## src/rtl/gg_pcm_pkg.sv

```systemverilog
// Shared types and constants for the PCM decision/sequencing controller.
package gg_pcm_pkg;

  localparam int MB_WORDS = 24;
  localparam int BITS_W   = 16;
  localparam int DATA_W   = 128;
  localparam int CNT_W    = 5;

  // 256 luma + 128 chroma samples at 8 bits, plus mb_type/alignment overhead.
  localparam int PCM_HDR_BITS = 16;
  localparam logic [BITS_W-1:0] PCM_THRESH_NOM = BITS_W'(3072 + PCM_HDR_BITS);

  typedef enum logic [1:0] {
    S_IDLE  = 2'd0,
    S_PCM   = 2'd1,
    S_DRAIN = 2'd2
  } state_t;

  function automatic logic pcm_decide(input logic              force_pcm,
                                      input logic [BITS_W-1:0] bits,
                                      input logic [BITS_W-1:0] thresh);
    return force_pcm | (bits >= thresh);
  endfunction

endpackage

```

## src/rtl/gg_pcm_ctrl_if.sv

```systemverilog
// Decision, header, PCM-in and PCM-out streams of the PCM controller.
interface gg_pcm_ctrl_if;
  import gg_pcm_pkg::*;

  logic [BITS_W-1:0] d_bits;
  logic              d_valid;
  logic              d_ready;
  logic              h_pcm;
  logic              h_valid;
  logic              h_ready;
  logic [DATA_W-1:0] s_data;
  logic              s_last;
  logic              s_valid;
  logic              s_ready;
  logic [DATA_W-1:0] m_data;
  logic              m_last;
  logic              m_valid;
  logic              m_ready;

  modport master (
    output d_bits, d_valid, h_ready, s_data, s_last, s_valid, m_ready,
    input  d_ready, h_pcm, h_valid, s_ready, m_data, m_last, m_valid
  );

  modport slave (
    input  d_bits, d_valid, h_ready, s_data, s_last, s_valid, m_ready,
    output d_ready, h_pcm, h_valid, s_ready, m_data, m_last, m_valid
  );

endinterface

```

## src/rtl/gg_sat_cnt.sv

```systemverilog
// Saturating up-counter with asynchronous active-high reset.
module gg_sat_cnt #(
  parameter int W = 16
) (
  input  logic         clk,
  input  logic         reset,
  input  logic         inc,
  output logic [W-1:0] cnt
);

  logic [W-1:0] cnt_q;
  logic [W-1:0] cnt_d;

  always_comb begin
    cnt_d = cnt_q;
    if (inc && (cnt_q != {W{1'b1}})) begin
      cnt_d = cnt_q + W'(1);
    end
  end

  always_ff @(posedge clk or posedge reset) begin
    if (reset) begin
      cnt_q <= '0;
    end else begin
      cnt_q <= cnt_d;
    end
  end

  assign cnt = cnt_q;

endmodule

```

## src/rtl/gg_pcm_ctrl.sv

```systemverilog
// Per-MB PCM decision: forwards or drains each MB's PCM words and emits a header token.
// Define GG_PCM_STATS_EN to enable the saturating PCM/total MB counters.
module gg_pcm_ctrl
  import gg_pcm_pkg::*;
(
  input  logic              clk,
  input  logic              reset,
  input  logic [BITS_W-1:0] cfg_pcm_thresh,
  input  logic              cfg_force_pcm,
  gg_pcm_ctrl_if.slave      io,
  output logic              err_len,
  output logic [15:0]       stat_pcm_mbs,
  output logic [15:0]       stat_tot_mbs
);

  state_t           state_q, state_d;
  logic [CNT_W-1:0] cnt_q, cnt_d;
  logic             err_q, err_d;

  logic             pcm_sel;
  logic             fire;
  logic [CNT_W-1:0] cnt_inc;
  logic             at_max;
  logic             end_cond;
  logic             mb_end;

  assign pcm_sel  = pcm_decide(cfg_force_pcm, io.d_bits, cfg_pcm_thresh);
  assign cnt_inc  = cnt_q + CNT_W'(1);
  assign at_max   = (cnt_inc == CNT_W'(MB_WORDS));
  assign end_cond = io.s_last | at_max;
  assign mb_end   = fire & end_cond;

  always_comb begin
    state_d    = state_q;
    cnt_d      = cnt_q;
    err_d      = err_q;
    fire       = 1'b0;
    io.d_ready = 1'b0;
    io.h_valid = 1'b0;
    io.h_pcm   = 1'b0;
    io.s_ready = 1'b0;
    io.m_data  = '0;
    io.m_valid = 1'b0;
    io.m_last  = 1'b0;

    case (state_q)
      S_IDLE: begin
        io.h_valid = io.d_valid;
        io.h_pcm   = pcm_sel;
        io.d_ready = io.h_ready;
        if (io.d_valid && io.h_ready) begin
          state_d = pcm_sel ? S_PCM : S_DRAIN;
        end
      end
      S_PCM: begin
        io.m_data  = io.s_data;
        io.m_valid = io.s_valid;
        io.s_ready = io.m_ready;
        io.m_last  = io.s_valid & end_cond;
        fire       = io.s_valid & io.m_ready;
      end
      S_DRAIN: begin
        io.s_ready = 1'b1;
        fire       = io.s_valid;
      end
      default: state_d = S_IDLE;
    endcase

    if (fire) begin
      cnt_d = cnt_inc;
    end
    // An early s_last and a missing s_last at the 24th beat both flag a length error.
    if (mb_end) begin
      cnt_d   = '0;
      state_d = S_IDLE;
      if (io.s_last ^ at_max) begin
        err_d = 1'b1;
      end
    end
  end

  always_ff @(posedge clk or posedge reset) begin
    if (reset) begin
      state_q <= S_IDLE;
      cnt_q   <= '0;
      err_q   <= 1'b0;
    end else begin
      state_q <= state_d;
      cnt_q   <= cnt_d;
      err_q   <= err_d;
    end
  end

  assign err_len = err_q;

`ifdef GG_PCM_STATS_EN
  logic pcm_end;
  assign pcm_end = mb_end & (state_q == S_PCM);

  gg_sat_cnt #(.W(16)) u_cnt_pcm (
    .clk   (clk),
    .reset (reset),
    .inc   (pcm_end),
    .cnt   (stat_pcm_mbs)
  );

  gg_sat_cnt #(.W(16)) u_cnt_tot (
    .clk   (clk),
    .reset (reset),
    .inc   (mb_end),
    .cnt   (stat_tot_mbs)
  );
`else
  assign stat_pcm_mbs = 16'd0;
  assign stat_tot_mbs = 16'd0;
`endif

endmodule

```

## src/flat_wrapper.sv

```systemverilog
// flat-port wrapper written by rule: the top's interface ports become plain ports
module gg_pcm_ctrl_flat import gg_pcm_pkg::*;
  (clk, reset, cfg_pcm_thresh, cfg_force_pcm, err_len, stat_pcm_mbs, stat_tot_mbs, io_d_bits, io_d_valid, io_h_ready, io_s_data, io_s_last, io_s_valid, io_m_ready, io_d_ready, io_h_pcm, io_h_valid, io_s_ready, io_m_data, io_m_last, io_m_valid);
  gg_pcm_ctrl_if io_i ();
  input  logic clk;
  input  logic reset;
  input  logic [BITS_W-1:0] cfg_pcm_thresh;
  input  logic cfg_force_pcm;
  output logic err_len;
  output logic [15:0] stat_pcm_mbs;
  output logic [15:0] stat_tot_mbs;
  input wire logic [$bits(io_i.d_bits)-1:0] io_d_bits;
  input wire logic [$bits(io_i.d_valid)-1:0] io_d_valid;
  input wire logic [$bits(io_i.h_ready)-1:0] io_h_ready;
  input wire logic [$bits(io_i.s_data)-1:0] io_s_data;
  input wire logic [$bits(io_i.s_last)-1:0] io_s_last;
  input wire logic [$bits(io_i.s_valid)-1:0] io_s_valid;
  input wire logic [$bits(io_i.m_ready)-1:0] io_m_ready;
  output wire logic [$bits(io_i.d_ready)-1:0] io_d_ready;
  output wire logic [$bits(io_i.h_pcm)-1:0] io_h_pcm;
  output wire logic [$bits(io_i.h_valid)-1:0] io_h_valid;
  output wire logic [$bits(io_i.s_ready)-1:0] io_s_ready;
  output wire logic [$bits(io_i.m_data)-1:0] io_m_data;
  output wire logic [$bits(io_i.m_last)-1:0] io_m_last;
  output wire logic [$bits(io_i.m_valid)-1:0] io_m_valid;
  assign io_i.d_bits = io_d_bits;
  assign io_i.d_valid = io_d_valid;
  assign io_i.h_ready = io_h_ready;
  assign io_i.s_data = io_s_data;
  assign io_i.s_last = io_s_last;
  assign io_i.s_valid = io_s_valid;
  assign io_i.m_ready = io_m_ready;
  assign io_d_ready = io_i.d_ready;
  assign io_h_pcm = io_i.h_pcm;
  assign io_h_valid = io_i.h_valid;
  assign io_s_ready = io_i.s_ready;
  assign io_m_data = io_i.m_data;
  assign io_m_last = io_i.m_last;
  assign io_m_valid = io_i.m_valid;
  gg_pcm_ctrl u_core (.clk(clk), .reset(reset), .cfg_pcm_thresh(cfg_pcm_thresh), .cfg_force_pcm(cfg_force_pcm), .io(io_i), .err_len(err_len), .stat_pcm_mbs(stat_pcm_mbs), .stat_tot_mbs(stat_tot_mbs));
endmodule
```

## config.mk

```make
export PLATFORM = sky130hd
export DESIGN_NAME = gg_pcm_ctrl_flat
export DESIGN_NICKNAME = d
export VERILOG_FILES = /design/src/rtl/gg_pcm_pkg.sv /design/src/rtl/gg_pcm_ctrl_if.sv /design/src/rtl/gg_sat_cnt.sv /design/src/rtl/gg_pcm_ctrl.sv /design/src/flat_wrapper.sv
export SDC_FILE = /design/constraint.sdc
export NUM_CORES = 1
export LEC_CHECK = 0
export ABC_AREA = 1
export BUFFER_PORTS_ARGS = -buffer_cell sky130_fd_sc_hd__buf_2
export CORE_AREA = 3 3 128 130
export DETAILED_ROUTE_END_ITERATION = 16
export DIE_AREA = 0 0 131 133
export PLACE_DENSITY = 0.48
export SLEW_MARGIN = 20
export SYNTH_ARGS = -nofsm -noshare
export SYNTH_HDL_FRONTEND = slang
export SYNTH_SLANG_ARGS = --single-unit
```

## constraint.sdc

```tcl
create_clock -name clk -period 3.1 [get_ports clk]
set_clock_uncertainty 0.15 [all_clocks]
set_input_delay 0.155 -clock clk [delete_from_list [all_inputs] [get_ports clk]]
set_output_delay 0.155 -clock clk [all_outputs]
set_load 0.005 [all_outputs]
```

After elaboration in Yosys (flattened, before gate mapping)
Index checks and enable logic that the tools add are counted.

cells by class
  reduce and logical (&&, ||, !) cells = 6
  add/subtract/negate cells = 1
  bitwise operators = 6
  mux-type cells = 14
  $lt $le $gt $ge = 1
  equality and inequality tests = 5

operators by type and width
  operator               count
  $mux W128              1
  $ge A16 B16 Y1         1
  $mux W5                2
  $mux W2                3
  $add A5 B1 Y5 const B  1
  $eq A5 B5 Y1 const B   1
  $mux W1                5
  $pmux W1 S2            2
  $pmux W2 S2            1
  $reduce_and A2 Y1      2
  $and A1 B1 Y1          3
  $ne A3 B1 Y1 const B   1
  $eq A2 B1 Y1 const B   1
  $eq A2 B2 Y1 const B   1
  $logic_not A2 Y1       1
  $ne A2 B1 Y1 const B   1
  $or A1 B1 Y1           2
  $reduce_bool A2 Y1     1
  $reduce_or A2 Y1       1
  $logic_and A1 B1 Y1    1
  $xor A1 B1 Y1          1

word-level totals
  input port bits = 168
  word-level logic and storage cells = 36
  output and inout bits = 167
  flip-flop bits (word level) = 8

Logic depth before layout (Yosys ltp)
Gate-level depths: netlist (run 1).

  depth after elaboration = 6
  gate-level depth with buffers = 14
  mapped depth without buffers = 14

Least setup slack after synthesis (run 1)
OpenSTA, ideal clock, no wires.

  path kind = register to register
  start = register u_core.cnt_q[0]
  end = register u_core.cnt_q[0]
  setup slack = 1280 ps
  buffers on the path = 0
  period minus slack after synthesis = 1820 ps
  data arrival time = 1607 ps
  stages on the path, launching flop included = 15
  required time = 2887 ps
  cell sequence = dfrtp_1 -> ha_1 -> nand2_1 -> inv_1 -> nand2_1 -> xor2_1 -> nor2_1 -> nand2_1 -> ha_1 -> inv_1 -> nor2_2 -> inv_2 -> nor2_1 -> a21oi_1 -> inv_1

between the ends
  word-level cells in the longest chain between the ends = 5
  elaborated cells on any way between the ends = 7
  classes of those cells = 1 x add/sub; 1 x eq/ne; 2 x mux; 2 x bitwise; 1 x reduce/logical

RTL lines
  element                                        RTL line           text
  start, declared                                gg_pcm_ctrl.sv:17  logic [CNT_W-1:0] cnt_q, cnt_d;
  start signal, assigned                         gg_pcm_ctrl.sv:89  cnt_q <= cnt_d;
  $add A5 B1 Y5 *                                gg_pcm_ctrl.sv:28  assign cnt_inc = cnt_q + CNT_W'(1);
  $eq A5 B5 Y1                                   gg_pcm_ctrl.sv:29  assign at_max = (cnt_inc == CNT_W'(MB_WORDS));
  $or A1 B1 Y1                                   gg_pcm_ctrl.sv:30  assign end_cond = io.s_last | at_max;
  $and A1 B1 Y1                                  gg_pcm_ctrl.sv:31  assign mb_end = fire & end_cond;
  $mux W5 or $reduce_bool A2 Y1 (tied branches)  --

Every way passes the cells marked *; elsewhere a longest branch is shown, timed or not. The select of a mux whose other input is x is not followed.
A chain may end at the register's enable or synchronous reset.

Worst setup path in the final report (run 1)
  start = register u_core.cnt_q[0]
  end = output io_m_last

between the ends
  word-level cells in the longest chain between the ends = 5

RTL lines
  element        RTL line            text
  $add A5 B1 Y5  gg_pcm_ctrl.sv:28
  $eq A5 B5 Y1   gg_pcm_ctrl.sv:29
  $or A1 B1 Y1   gg_pcm_ctrl.sv:30
  $and A1 B1 Y1  gg_pcm_ctrl.sv:59   io.m_last = io.s_valid & end_cond;
  $mux W1        gg_pcm_ctrl.sv:46   case (state_q)
  end, declared  flat_wrapper.sv:24  output wire logic [$bits(io_i.m_last)-1:0] io_m_last;

No other way between the ends.

==> results of run 1 <==
worst max-delay path, delay by kind of cell, from the launching register on:
kind | cells | cell delay [ns]
fa+ha+maj | 2 | 0.41
xor+xnor | 1 | 0.19
flops | 1 | 0.40
simple gates | 5 | 0.32
buf+inv | 2 | 0.17
cell families after synthesis:
| family | Yosys count | share of synthesized area (%) |
|---|---|---|
| DFF | 8 | 9.004 |
| adders and majority gates | 21 | 11.82 |
| xor gates and xnor gates | 2 | 0.7880 |
| AOI/OAI and AO/OA | 17 | 4.390 |
| and+or+nand+nor | 183 | 31.63 |
| buffers and inverters | 214 | 42.21 |
| other | 1 | 0.1687 |
per-stage QoR:
step	hold slack (ns)	area [um2]
2_1_floorplan	-0.1793	2340
3_3_place_gp	-0.02775	3847
3_5_place_dp	-0.02765	3847
4_1_cts	0.1616	3933
5_1_grt	0.2165	3935
6_report	0.1571	3935
power by group through the flow:
stage	registers, mW	logic, mW	clock network [mW]
2_1_floorplan	0.163	0.856	0
3_3_place_gp	0.173	1.58	0
3_5_place_dp	0.172	1.57	0
4_1_cts	0.171	1.58	0.221
5_1_grt	0.177	1.79	0.228
6_report	0.171	1.54	0.217
final timing paths:
path / start / to / slack (ns) / cells after the start
worst max-delay path: u_core.cnt_q[0]$_DFFE_PP0P_ / io_m_last / 1.06 / 10
worst min register to register: u_core.err_len$_DFFE_PP0P_ / u_core.err_len$_DFFE_PP0P_ / 0.33 / 1
worst max register to register: u_core.cnt_q[0]$_DFFE_PP0P_ / u_core.cnt_q[0]$_DFFE_PP0P_ / 1.10 / 14
max in group asynchronous: reset / u_core.state_q[0]$_DFFE_PP0P_ / 2.28 / 3
min in group asynchronous: reset / u_core.cnt_q[1]$_DFFE_PP0P_ / 0.27 / 3
worst min-delay path: io_s_valid / u_core.cnt_q[3]$_DFFE_PP0P_ / 0.16 / 4
synthesized netlist by cell type:
master	number	area (um2)
inv_2	1	3.750
o21bai_1	1	7.510
o21ai_1	2	10.01
nand2_1	166	623.1
ha_1	21	262.8
nand3_1	4	20.02
a21oi_1	10	50.05
nand2_2	1	6.260
a31o_2	1	8.760
nor3_1	1	5.000
nand4_1	2	12.51
dfrtp_1	8	200.2
buf_2	12	60.06
conb_1	1	3.750
a21oi_2	1	8.760
nor2_2	1	6.260
clkbuf_1	2	7.510
inv_1	167	626.9
o21ai_0	1	5.000
buf_4	32	240.2
a22oi_1	1	7.510
nor2_1	8	30.03
xor2_1	2	17.52
layout make-up:
cell class	count	area, um2	share of cell area (%)
diodes	1	2.502	0.06359
repair buffers	305	1549	39.36
multi-input cells	255	1214	30.84
inverters	168	630.6	16.03
flip-flops and latches	8	200.2	5.087
clock buffers	3	75.07	1.908
well taps	211	264.0	6.709
sequential cells by signal, summed over array words and instances (netlist names):
signal / flops
u_core.state_q: 2
u_core.cnt_q: 5
u_core.err_len: 1
layer usage:
layer	wire (um)	GRT usage, %	up-vias
met5	13	0	-
li1	-	-	1727
met2	5498	19.81	143
met1	4270	12.65	1258
met4	62	1.886	2
met3	864	1.373	10
==> flow_summary.json, run 1 <==
{
  "grt_overflow": 0,
  "leakage_nw": 3.453,
  "vdd_ir_drop_max_mv": 0.2959,
  "rows": 45,
  "cts_buffer_depth": 2,
  "finalSetupTns_ns": 0,
  "relSlewSlack_pct": 65.36,
  "clock_power_share_pct": 11.3,
  "io_pins": 335,
  "synth.avg_cell_area_um2": 4.985,
  "cts_resized": 0,
  "ant_nets": 0,
  "routedWlPerCell_um": 11.26,
  "htreeDepth": 1,
  "synth.yosys.seq_area_share_pct": 9.004,
  "startpoint_type": "flop",
  "dp_slack_ns": 1.133,
  "die_w_um": 131,
  "required_ns": 2.79,
  "power_mw": 1.928,
  "die_y_um": 133,
  "wirelength_mm": 10.71,
  "rsz0062_at_grt": "false",
  "die_area_mm2": 0.01742,
  "grt_pass1_vias": 2774,
  "critPathMaxStageDelay_ns": 0.40,
  "cp.arrival_ns": 1.74,
  "utilization_pct": 25.79,
  "seqPwrFrac_pct": 8.9,
  "vias_per_cell": 3.302,
  "cts.sinks": 8,
  "final_cell_mix": "buf_2 (302), inv_1 (167), nand2_1 (166), conb_1 (32), ha_1 (20)",
  "fillers": 1771,
  "syn_inst": 446,
  "end_kind": "output pin",
  "cts_made_buffers": 3,
  "vias": 3140,
  "yosys_warnings": 0,
  "antenna_found_initial": 4,
  "drt-initial-drc-count": 102,
  "hp-class": "in -> reg",
  "final_nets": 930,
  "core_mm2": 0.01526,
  "cp_max_fo": 4,
  "min_period_ns": 2.041,
  "critPathKind": "reg -> out",
  "clk_pin_slew_ns": 0.04,
  "fin_ws_ns": 1.059,
  "ys_seq_elements": 8,
  "intPower_mw": 0.9605,
  "ys_types": 23,
  "p_sw_mw": 0.9680,
  "ctsRootBufferMaster": "clkbuf_16",
  "instances_no_fill": 951,
  "combPwrFrac_pct": 79.9,
  "drv_cap": 0,
  "slowest_stage": "dfrtp_1",
  "slew_viol_final": 0,
  "grt_pass1_wl_mm": 14.66,
  "detailed_place_hpwl_mm": 9.682,
  "cts_setup_buffers": 0,
  "areaGrowthSynthToFinish_pct": 76.98,
  "status": "completed",
  "syn-cell-area_mm2": 0.002223,
  "cts_tree": "done",
  "grt_use_total_pct": 10.55,
  "layout_commonest_cell": "buf_2",
  "holdBufCountCts": 1,
  "setup_viol": 0,
  "cp_common_cell": "nand2_1",
  "period_share_pct": 65.83,
  "grt_start_max_net_pins": 74,
  "worst_pin_slew_ns": 0.5196,
  "clk_latency_ns": 0.23,
  "power_switching_share_pct": 50.19,
  "portBuffers": 302,
  "layout-drive-gt1-share_pct": 42.35,
  "fmax_mhz": 490.0,
  "start_util_pct": 14.57,
  "dpl.cell_count": 946,
  "drc": 0,
  "crit_chain": "ha_1, nand2_1, inv_1, nand2_1, xor2_1, nor2_1, nand2_1, ha_1, nor2_1, buf_2",
  "powerDensity_mw_per_mm2": 490.1,
  "final_hold_viol_count": 0,
  "finalWeightedCongestion": 0.7585,
  "dr.pass1.iters": 4
}
Power figures use the tool's default switching activity.
==> inputs of run 2 (changes only) <==
==> constraint.sdc (replaced) <==
create_clock -name clk -period 2.1 [get_ports clk]
set_clock_uncertainty 0.15 [all_clocks]
set_input_delay 0.105 -clock clk [delete_from_list [all_inputs] [get_ports clk]]
set_output_delay 0.105 -clock clk [all_outputs]
set_load 0.005 [all_outputs]
==> flow_summary.json, run 2 (synthesized netlist as in run 1, its figures left out) <==
{
  "antenna_found_initial": 6,
  "dpl.cell_count": 947,
  "start_util_pct": 14.57,
  "ff2ff_path_depth": 14,
  "seqCellArea_um2": 200.2,
  "cts_made_buffers": 3,
  "critPathKind": "reg -> reg",
  "cts.sinks": 8,
  "placed_area_mm2": 0.003855,
  "areaGrowthSynthToFinish_pct": 78.56,
  "startpoint_type": "flop",
  "dr.pass1.iters": 6,
  "cp_max_fo": 4,
  "path_delay_family": "simple AND/OR/NAND/NOR gates",
  "rr_startpoint": "u_core.cnt_q[0]$_DFFE_PP0P_",
  "portBuffers": 302,
  "crit_chain": "ha_2, nand2_1, inv_2, nand2_2, xor2_2, nor2_1, nand2_1, ha_2, inv_1, nor2_2, inv_2, nor2_1, a21oi_1, inv_1",
  "core_mm2": 0.01526,
  "critPathMaxStageDelay_ns": 0.38,
  "instances_no_fill": 954,
  "multi_input_area_mm2": 0.001231,
  "ant_nets": 0,
  "final_hold_viol_count": 0,
  "grt_use_total_pct": 10.43,
  "cts_buffer_depth": 2,
  "vias": 3184,
  "fillers": 1821,
  "cp.arrival_ns": 1.94,
  "vias_per_cell": 3.338,
  "slew_viol_final": 0,
  "drt-initial-drc-count": 74,
  "drc": 0,
  "hp-class": "in -> reg",
  "die_w_um": 131,
  "largest_register_ffs": 5,
  "powerDensity_mw_per_mm2": 720.6,
  "required_ns": 2.07,
  "grt_overflow": 0,
  "final_nets": 932,
  "slowest_stage": "dfrtp_1",
  "wirelength_mm": 10.77,
  "drv_cap": 0,
  "hold_end": "u_core.cnt_q[4]$_DFFE_PP0P_",
  "rows": 45,
  "fmax_mhz": 508.6,
  "regMostFlops": "u_core.cnt_q",
  "final_cell_mix": "buf_2 (302), inv_1 (166), nand2_1 (165), conb_1 (32), ha_1 (18)",
  "clk_pin_slew_ns": 0.04,
  "end_kind": "flop",
  "detailed_place_hpwl_mm": 9.846,
  "routedWlPerCell_um": 11.29,
  "r2r_slack_ns": 0.13,
  "htreeDepth": 1,
  "hold_depth": 4,
  "final_area_mm2": 0.003970,
  "grt_pass1_wl_mm": 14.33,
  "die_area_mm2": 0.01742,
  "leakage_nw": 3.459,
  "grt_start_max_net_pins": 91,
  "hold-worst-slack_ns": 0.09195,
  "utilization_pct": 26.02,
  "timing.hold.worst.start": "io_s_valid",
  "clk_latency_ns": 0.23,
  "cts_tree": "done",
  "vdd_ir_drop_max_mv": 0.3392,
  "ctsRootBufferMaster": "clkbuf_16",
  "grt_pass1_vias": 2762,
  "period_share_pct": 93.63,
  "io_pins": 335,
  "setup_viol": 0,
  "status": "completed",
  "min_period_ns": 1.966,
  "layout_commonest_cell": "buf_2",
  "finalWeightedCongestion": 0.7792,
  "crit_buf_inv": 4,
  "layout-drive-gt1-share_pct": 43.32,
  "die_y_um": 133,
  "r2r-end": "u_core.cnt_q[0]$_DFFE_PP0P_"
}
run 2: cell types whose count changed in the layout (fill, tap and decap cells not counted), sizes merged:
cell,previous run,this run
diode,1,2
buf,304,306
run 2: cell type report:
class | instances | share of cell area (%)
Multi-Input combinational cell | 255 | 31.01
Inverter | 168 | 15.88
Clock buffer | 3 | 1.891
Tap cell | 211 | 6.650
Antenna cell | 2 | 0.1261
Sequential cell | 8 | 5.043
Timing Repair Buffer | 307 | 39.39
run 2: worst max path at each step:
stage	start	endpoint	slack [ns]	depth (start not counted)
after floorplan	u_core.cnt_q[0]$_DFFE_PP0P_	u_core.cnt_q[0]$_DFFE_PP0P_	0.28	14
after global placement	u_core.cnt_q[0]$_DFFE_PP0P_	u_core.cnt_q[0]$_DFFE_PP0P_	0.14	14
after detailed placement	u_core.cnt_q[0]$_DFFE_PP0P_	u_core.cnt_q[0]$_DFFE_PP0P_	0.13	14
after CTS	u_core.cnt_q[0]$_DFFE_PP0P_	io_m_last	0.07	10
after global routing	u_core.cnt_q[0]$_DFFE_PP0P_	io_m_last	-0.004	10
final	u_core.cnt_q[0]$_DFFE_PP0P_	u_core.cnt_q[0]$_DFFE_PP0P_	0.13	14
run 2: routing by layer:
layer	routed length, um	track usage [%]	up-vias
met5	0	0	-
met4	107	1.314	0
met3	958	2.665	8
met2	5630	20.29	157
met1	4076	11.35	1285
li1	-	-	1734
run 2: power by group:
group	internal, mW	switching [mW]	leakage (nW)	total [mW]
combinational	0.986	1.31	3.32	2.29
sequential	0.207	0.0459	0.105	0.253
clock	0.245	0.0704	0.0370	0.315
total	1.44	1.42	3.46	2.86
run 2: timing repair:
item / CTS / global route
endpoints found under the hold margin: 8 / 0
buffers inserted: 0 / 1
endpoints found under the setup margin: 0 / 4
gates resized for setup: 0 / 6
hold buffers: 1 / 0
run 2: worst reg2reg max path: cells and delay by family, from the launching register on:
kind	cells	cell delay (ns)
AOI/OAI and AO/OA	1	0.11
buffers and inverters	4	0.30
xor gates and xnor gates	1	0.15
and+or+nand+nor	6	0.39
adders and majority gates	2	0.38
DFF	1	0.38
run 2: per-stage QoR:
step,power (mW),TNS [ns],setup slack (ns)
2_1_floorplan,1.504,0,0.2797
3_3_place_gp,2.597,0,0.1399
5_1_grt,3.256,-0.003673,-0.003673
6_report,2.861,0,0.1337
4_1_cts,2.926,0,0.07381
3_5_place_dp,2.590,0,0.1262
==> inputs of run 3 (changes only) <==
--- a/config.mk
+++ b/config.mk
@@ -5,12 +5,12 @@
 export SDC_FILE = /design/constraint.sdc
 export NUM_CORES = 1
 export LEC_CHECK = 0
-export ABC_AREA = 1
+export ABC_AREA = 0
 export BUFFER_PORTS_ARGS = -buffer_cell sky130_fd_sc_hd__buf_2
-export CORE_AREA = 3 3 128 130
+export CORE_AREA = 3 3 129 131
 export DETAILED_ROUTE_END_ITERATION = 16
-export DIE_AREA = 0 0 131 133
-export PLACE_DENSITY = 0.48
+export DIE_AREA = 0 0 132 134
+export PLACE_DENSITY = 0.46
 export SLEW_MARGIN = 20
 export SYNTH_ARGS = -nofsm -noshare
 export SYNTH_HDL_FRONTEND = slang
==> flow_summary.json, run 3 <==
{
  "cp.arrival_ns": 1.68,
  "endpoint": "io_h_pcm",
  "min_period_ns": 1.932,
  "vias_per_cell": 3.542,
  "fin_ws_ns": 0.1684,
  "die_w_um": 132,
  "layout-drive-gt1-share_pct": 53.87,
  "synthTopCellsByArea": "and2_1 (41%), ha_1 (13%), buf_4 (12%), dfrtp_1 (9.9%), inv_1 (3.7%)",
  "htreeDepth": 1,
  "regMostFlops": "u_core.cnt_q",
  "cp_max_fo": 4,
  "fmax_mhz": 517.7,
  "ctsRootBufferMaster": "clkbuf_16",
  "slowest_stage": "a2111oi_2",
  "r2r-end": "u_core.state_q[1]$_DFFE_PP0P_",
  "antenna_found_initial": 10,
  "hold-worst-slack_ns": 0.03700,
  "cts_tree": "done",
  "final_hold_viol_count": 0,
  "cts_setup_buffers": 0,
  "instances_no_fill": 801,
  "routedWlPerCell_um": 16.15,
  "drv_cap": 0,
  "largest_register_ffs": 5,
  "detailed_place_hpwl_mm": 11.92,
  "synth_flop_cell": "dfrtp_1",
  "dp_slack_ns": 0.1399,
  "yosys_warnings": 0,
  "cts_buffer_depth": 2,
  "finalSetupTns_ns": 0,
  "grt_overflow": 0,
  "vias": 2837,
  "layout_commonest_cell": "buf_2",
  "grt_pass1_vias": 2617,
  "synth_largest_area_cell": "and2_1",
  "finalWeightedCongestion": 0.7539,
  "die_y_um": 134,
  "synth.yosys.seq_area_share_pct": 9.883,
  "crit_chain": "buf_2, ha_1, a21oi_2, nand3_1, a2111oi_2, nand3_1, and2_1, buf_2",
  "drc": 0,
  "dpl.cell_count": 793,
  "ys_types": 27,
  "core_mm2": 0.01571,
  "ys_seq_elements": 8,
  "io_pins": 335,
  "end_kind": "output pin",
  "areaGrowthSynthToFinish_pct": 86.53,
  "start_util_pct": 12.89,
  "powerDensity_mw_per_mm2": 631.5,
  "cts_made_buffers": 3,
  "crit_start": "io_d_bits[7]",
  "clk_latency_ns": 0.24,
  "synth_top_area_share_pct": 40.77,
  "setup_viol": 0,
  "fillers": 1835,
  "critPathKind": "in -> out",
  "rr_startpoint": "u_core.cnt_q[0]$_DFFE_PP0P_",
  "synthArstFlopShare_pct": 100.0,
  "drt-initial-drc-count": 77,
  "clk_pin_slew_ns": 0.04,
  "wirelength_mm": 12.94,
  "final_area_mm2": 0.003779,
  "grt_start_max_net_pins": 84,
  "leakage_nw": 2.410,
  "ant_nets": 0,
  "cts.sinks": 8,
  "synth_most_common_cell": "and2_1",
  "slew_viol_final": 0,
  "final_nets": 772,
  "die_area_mm2": 0.01769,
  "synth_edf_count": 0,
  "placed_area_mm2": 0.003679,
  "ff2ff_path_depth": 6,
  "syn_inst": 287,
  "synth.avg_cell_area_um2": 7.058,
  "portBuffers": 302,
  "status": "completed",
  "grt_pass1_wl_mm": 17.17,
  "startpoint_type": "input port",
  "rows": 46,
  "r2r_slack_ns": 0.27,
  "final_cell_mix": "buf_2 (302), and2_1 (132), conb_1 (32), inv_1 (20), ha_1 (20)",
  "period_share_pct": 91.98,
  "required_ns": 1.85,
  "critPathMaxStageDelay_ns": 0.36,
  "vdd_ir_drop_max_mv": 0.4602,
  "dr.pass1.iters": 5,
  "syn-cell-area_mm2": 0.002026,
  "hp-class": "in -> reg",
  "grt_use_total_pct": 12.92,
  "synth_commonest_cells": "and2_1 (132), buf_4 (32), ha_1 (21), inv_1 (20), clkbuf_1 (14)",
  "rsz0062_at_grt": "false"
}
run 3: how the worst min path moves through the flow:
| stage | from | endpoint | slack (ns) | depth (start not counted) |
|---|---|---|---|---|
| after floorplan | reset | u_core.cnt_q[0]$_DFFE_PP0P_ | -0.23 | 1 |
| after global placement | reset | u_core.err_len$_DFFE_PP0P_ | -0.06 | 2 |
| after detailed placement | reset | u_core.err_len$_DFFE_PP0P_ | -0.06 | 2 |
| after CTS | io_s_valid | u_core.cnt_q[2]$_DFFE_PP0P_ | 0.04 | 3 |
| after global routing | io_s_valid | u_core.cnt_q[2]$_DFFE_PP0P_ | 0.08 | 3 |
| final | io_s_valid | u_core.cnt_q[2]$_DFFE_PP0P_ | 0.04 | 3 |
run 3: cell families (layout without fill, tap and decap cells):
| logic type | Yosys count | count (layout) | synth area share, % |
|---|---|---|---|
| simple gates | 168 | 168 | 50.83 |
| compound gates | 23 | 23 | 7.968 |
| flops | 8 | 8 | 9.883 |
| other cells | 1 | 36 | 0.1851 |
| fa+ha+maj | 21 | 21 | 12.97 |
| buf+inv | 66 | 329 | 18.16 |
run 3: per-layer routing:
layer / routed length (um) / part of all wire, % / GRT usage, %
met4: 108 / 0.83 / 1.050
met3: 1036 / 8.0 / 3.451
met1: 5270 / 41 / 16.22
met5: 0 / 0 / 0
met2: 6524 / 50 / 23.12
run 3: critical path, delay by kind of cell:
kind / cells / cell delay [ns]
AO/OA/AOI/OAI: 2 / 0.49
adder cells (fa/ha/maj): 1 / 0.34
buffers and inverters: 2 / 0.22
AND/OR/NAND/NOR: 3 / 0.53
run 3: repair_timing:
item,4_1_cts,5_1_grt
endpoints found under the setup margin,0,1
hold endpoints to repair,8,0
resized for setup,0,1
hold buffers,1,0
run 3: where the power goes:
part / switching [mW] / internal [mW] / leakage, nW
logic: 0.923 / 0.895 / 2.27
registers: 0.0402 / 0.197 / 0.108
clock network: 0.0840 / 0.246 / 0.0370
run 3: layout make-up:
type	instances	area, um2	share of cell area (%)
Antenna cell	4	10.01	0.2649
Clock buffer	3	75.07	1.987
Multi-Input combinational cell	244	1592	42.12
Timing Repair Buffer	306	1556	41.19
Inverter	20	75.07	1.987
Tap cell	216	270.3	7.152
Sequential cell	8	200.2	5.298
run 3: through the flow:
stage	power, mW	utilization (%)
2_1_floorplan	1.154	-
3_3_place_gp	2.092	23.41
3_5_place_dp	2.085	23.41
4_1_cts	2.425	23.95
5_1_grt	2.626	23.98
6_report	2.386	24.05
